**config.mk**
```make
export PLATFORM = sky130hd
export DESIGN_NAME = uart_tx
export DESIGN_NICKNAME = d
export VERILOG_FILES = /design/src/rtl/uart_tx.sv
export SDC_FILE = /design/constraint.sdc
export NUM_CORES = 1
export LEC_CHECK = 0
export CORE_MARGIN = 1.5
export CORE_UTILIZATION = 42
export DETAILED_ROUTE_END_ITERATION = 8
export GPL_TIMING_DRIVEN = 0
export MAX_ROUTING_LAYER = met4
export PLACE_DENSITY_LB_ADDON = 0.15
export SYNTH_ARGS = -nofsm -noshare
export SYNTH_HDL_FRONTEND = slang
export SYNTH_SLANG_ARGS = --single-unit
```
**constraint.sdc**
```tcl
create_clock -name clk -period 2.47 [get_ports clk]
set_clock_uncertainty 0.15 [all_clocks]
set_input_delay 0.3705 -clock clk [delete_from_list [all_inputs] [get_ports clk]]
set_output_delay 0.3705 -clock clk [all_outputs]
set_load 0.01 [all_outputs]
```
**src/rtl/uart_tx.sv**
```systemverilog
// UART transmitter: start bit, LSB-first data, optional parity, stop bit(s), paced by the oversampled s_tick.
// Latency: accept to start-bit edge is 2 clocks when idle; each bit lasts SAMPLE_CONST ticks.
// Backpressure: tx_ready drops while the one-entry holding register is full; the next byte queues during a frame.
module uart_tx #(
  parameter int DATA_BITS    = 8,
  parameter int SAMPLE_CONST = 16,
  parameter int PARITY_EN    = 0,
  parameter int PARITY_ODD   = 0,
  parameter int STOP_BITS    = 1
) (
  input  logic                 clk,
  input  logic                 rst,
  input  logic                 s_tick,
  input  logic [DATA_BITS-1:0] tx_data,
  input  logic                 tx_valid,
  output logic                 tx_ready,
  output logic                 tx,
  output logic                 tx_busy,
  output logic                 tx_done
);
  localparam int TW = (SAMPLE_CONST > 1) ? $clog2(SAMPLE_CONST) : 1;
  localparam int BW = (DATA_BITS > 1) ? $clog2(DATA_BITS) : 1;
  localparam logic [TW-1:0] TICK_LAST = TW'(SAMPLE_CONST - 1);
  localparam logic [BW-1:0] BIT_LAST  = BW'(DATA_BITS - 1);
  localparam logic          STOP_LAST = (STOP_BITS == 2);
  localparam logic          PAR_ODD   = (PARITY_ODD != 0);

  typedef enum logic [2:0] {IDLE, START, DATA, PARITY, STOP} state_t;

  state_t               state;
  logic [DATA_BITS-1:0] hold_data;
  logic [DATA_BITS-1:0] shift;
  logic                 hold_full;
  logic                 parity_bit;
  logic [TW-1:0]        tick_cnt;
  logic [BW-1:0]        bit_idx;
  logic                 stop_cnt;
  logic                 bit_end;
  logic                 load_par;

  assign tx_ready = ~hold_full;
  assign bit_end  = s_tick && (tick_cnt == TICK_LAST);
  assign load_par = (^hold_data) ^ PAR_ODD;

  always_ff @(posedge clk or posedge rst) begin
    if (rst) begin
      state      <= IDLE;
      hold_data  <= '0;
      shift      <= '0;
      hold_full  <= 1'b0;
      parity_bit <= 1'b0;
      tick_cnt   <= '0;
      bit_idx    <= '0;
      stop_cnt   <= 1'b0;
      tx         <= 1'b1;
      tx_busy    <= 1'b0;
      tx_done    <= 1'b0;
    end else begin
      tx_done <= 1'b0;
      // Accept and load are mutually exclusive: accept needs !hold_full, load needs hold_full.
      if (tx_valid && !hold_full) begin
        hold_data <= tx_data;
        hold_full <= 1'b1;
      end
      if (s_tick) tick_cnt <= bit_end ? '0 : tick_cnt + TW'(1);

      case (state)
        IDLE: begin
          tick_cnt <= '0;
          if (hold_full) begin
            shift      <= hold_data;
            parity_bit <= load_par;
            hold_full  <= 1'b0;
            state      <= START;
            tx         <= 1'b0;
            tx_busy    <= 1'b1;
          end
        end
        START: begin
          if (bit_end) begin
            state   <= DATA;
            bit_idx <= '0;
            tx      <= shift[0];
          end
        end
        DATA: begin
          if (bit_end) begin
            shift <= shift >> 1;
            if (bit_idx == BIT_LAST) begin
              if (PARITY_EN != 0) begin
                state <= PARITY;
                tx    <= parity_bit;
              end else begin
                state    <= STOP;
                stop_cnt <= 1'b0;
                tx       <= 1'b1;
              end
            end else begin
              bit_idx <= bit_idx + BW'(1);
              tx      <= shift[1];
            end
          end
        end
        PARITY: begin
          if (bit_end) begin
            state    <= STOP;
            stop_cnt <= 1'b0;
            tx       <= 1'b1;
          end
        end
        STOP: begin
          if (bit_end) begin
            if (stop_cnt == STOP_LAST) begin
              tx_done <= 1'b1;
              // A queued byte starts its start bit on the very cycle this frame finishes.
              if (hold_full) begin
                shift      <= hold_data;
                parity_bit <= load_par;
                hold_full  <= 1'b0;
                state      <= START;
                tx         <= 1'b0;
              end else begin
                state   <= IDLE;
                tx_busy <= 1'b0;
              end
            end else begin
              stop_cnt <= 1'b1;
            end
          end
        end
        default: state <= IDLE;
      endcase
    end
  end
endmodule

```
==> flow_summary.json <==
{
  "status": "finished, final reports clean",
  "grt_overflow_total": 0,
  "cts_num_sinks": 30,
  "die_h_um": 63.26,
  "dr.pass1.iters": 4,
  "worstPathArrival_ps": 1390,
  "coreArea_mm2": 0.003416,
  "synthArstFlopShare_pct": 100.0,
  "ys_ff_latch": 30,
  "p_leak_nw": 0.7918,
  "finalCritPeriodShare_pct": 77.42,
  "worstHoldPathType": "flip-flop to flip-flop",
  "h-tree-depth": 2,
  "hpwl_um": 1890,
  "yosys.cell_types.count": 41,
  "startpoint_type": "flip-flop",
  "antenna_found_initial": 0,
  "grt_max_degree": 31,
  "setup_viol": 0,
  "crit_type": "flip-flop to output pin",
  "area_growth_pct": 17.56,
  "timing.slew.headroom_pct": 26.19,
  "ys.flop_type": "dfrtp_1",
  "avgSynthCellArea_um2": 11.55,
  "path_buf_inv": 2,
  "power.density_mw_per_mm2": 941.7,
  "design.die.area_mm2": 0.004002,
  "maxCapViolations": 0,
  "die_x_um": 63.26,
  "synth_area_leaders": "dfrtp_1 48%, mux2i_1 6.6%, mux2_2 5.9%",
  "finalHoldViolCount": 0,
  "postCtsSetupRepairBufs": 0,
  "drc": 0,
  "cp_cell_sequence": "inv_1 > clkdlybuf4s50_1",
  "synth_edf_count": 0,
  "met2_usage_pct": 25.53,
  "tns_ps": 0,
  "cp_top_family": "buffers and inverters",
  "final_util_pct": 52.49,
  "finalMaxSlewViolations": 0,
  "endpoint_kind": "output pin",
  "rsz0062_at_grt": "false",
  "track_usage_pct": 16.36,
  "syn_inst": 132,
  "cts-root-buf": "clkbuf_4",
  "wl_um": 2624,
  "met3_usage_pct": 3.214,
  "tightestPinTransition_ps": 1106,
  "rows": 21,
  "cts_tree": "yes",
  "yosysTopAreaCellShare_pct": 47.58,
  "fmax_mhz": 522.9,
  "min_period_ps": 1912,
  "use_met1_pct": 19.68,
  "yosys.area.top_type": "dfrtp_1",
  "clk_latency_ps": 340,
  "slowest_stage": "clkdlybuf4s50_1",
  "final_nets": 169,
  "ant_nets": 0,
  "hold_buffers": 0,
  "drtIter0Drc": 58,
  "peakVddDrop_v": 0.0005663,
  "cts_resized": 0,
  "cpPeakStageDelay_ps": 530,
  "critPathRequiredTime_ps": 1950,
  "portBuffers": 15,
  "grt_pass1_wl_um": 4878,
  "grt_busiest_layer": "met2",
  "grt_pass1_vias": 1083,
  "via_per_inst": 5.100,
  "antenna_cells": 0,
  "seq_area_frac_synth_pct": 49.30,
  "drive_above_1_share_pct": 23.23,
  "clk_pin_slew_ps": 90,
  "rrSetupSlack_ps": 600,
  "num_io_pins": 16,
  "syn-num-nets": 147,
  "synth_most_common_cell": "dfrtp_1",
  "start_util_pct": 44.65,
  "synth_common_cells": "29 x dfrtp_1, 16 x nand2_1, 10 x mux2i_1, 9 x a21oi_1, 8 x mux2_2",
  "post_drt_wl_per_cell_um": 13.05,
  "clk_path_buf_depth": 2,
  "dr_total_vias": 1025,
  "synth_area_mm2": 0.001525,
  "cts_buffers": 5,
  "gp_congestion": 0.7897,
  "yosysWarningCount": 0,
  "path_max_fanout": 5
}
## where the power goes
| group | switching (W) | total [W] | leakage, nW | internal, W |
|---|---|---|---|---|
| Sequential | 0.000128 | 0.000802 | 0.358 | 0.000674 |
| Clock | 0.000173 | 0.000310 | 0.0353 | 0.000138 |
| Combinational | 0.000274 | 0.000576 | 0.399 | 0.000302 |
## final cells by class
class,count,area [µm²]
Buffer,7,66.31
Clock buffer,7,55.05
Clock inverter,1,5.005
Fill cell,318,1623
Inverter,4,15.01
Multi-Input combinational cell,91,691.9
Sequential cell,30,752.0
Tap cell,46,57.56
Timing Repair Buffer,15,150.1
## worst paths after layout
kind | end | depth (start not counted) | start
max in group asynchronous | shift[2] | 2 | rst
min in group asynchronous | tick_cnt[3] | 2 | rst
setup / recovery | tx_ready | 2 | hold_full
hold reg to reg | shift[0] | 2 | shift[0]
setup reg to reg | bit_idx[0] | 6 | bit_idx[0]
hold / removal | shift[0] | 2 | shift[0]
## worst min-delay path, stage by stage, from the launching register on
cell and delay (ps):
dfrtp_1 360, nand2_1 60, o21ai_2 50
## metrics by stage
stage          hold WS (ps)  cells  setup slack (ps)  cell area, µm²  power, W
3_5_place_dp          323.1    193             358.9            1733  0.001401
5_1_grt               374.2    201             466.3            1793  0.001829
3_3_place_gp          317.0    193             391.0            1733  0.001367
6_report              340.2    201             557.7            1793  0.001688
2_1_floorplan         301.5    132             740.0            1525  0.001252
4_1_cts               344.5    201             539.4            1793  0.001714
## layer usage
layer | vias up | share of wire, %
li1 | 508 | -
met1 | 493 | 45
met2 | 16 | 49
met3 | 8 | 2.6
met4 | 0 | 2.8
met5 | - | 0
## flip-flops by register name, summed over array words and instances, names as in the netlist
name       cells
tick_cnt       4
tx             1
bit_idx        3
shift          8
state          3
hold_full      1
tx_busy        1
hold_data      8
tx_done        1
## cells by family after synthesis
kind of cell,Yosys count,synth area share (%)
simple gates,42,18.38
compound gates,26,10.75
flops,30,49.30
xor+xnor,1,0.5743
buf+inv,11,5.332
mux,19,13.21
fa+ha+maj,3,2.461
## cell usage in the layout, fill, tap and decap left out, types with 2 or more instances in the layout
cell type,instances
nor3_1,2
mux2_2,8
dfrtp_1,29
mux2i_1,10
o21ai_0,3
a21oi_1,9
clkdlybuf4s50_1,15
nor2b_1,2
nor2_1,6
inv_1,4
buf_2,2
o21ai_1,4
clkbuf_4,5
buf_6,5
nand2_1,16
ha_1,3
o21ai_2,3
(Power assumes the default switching activity.)
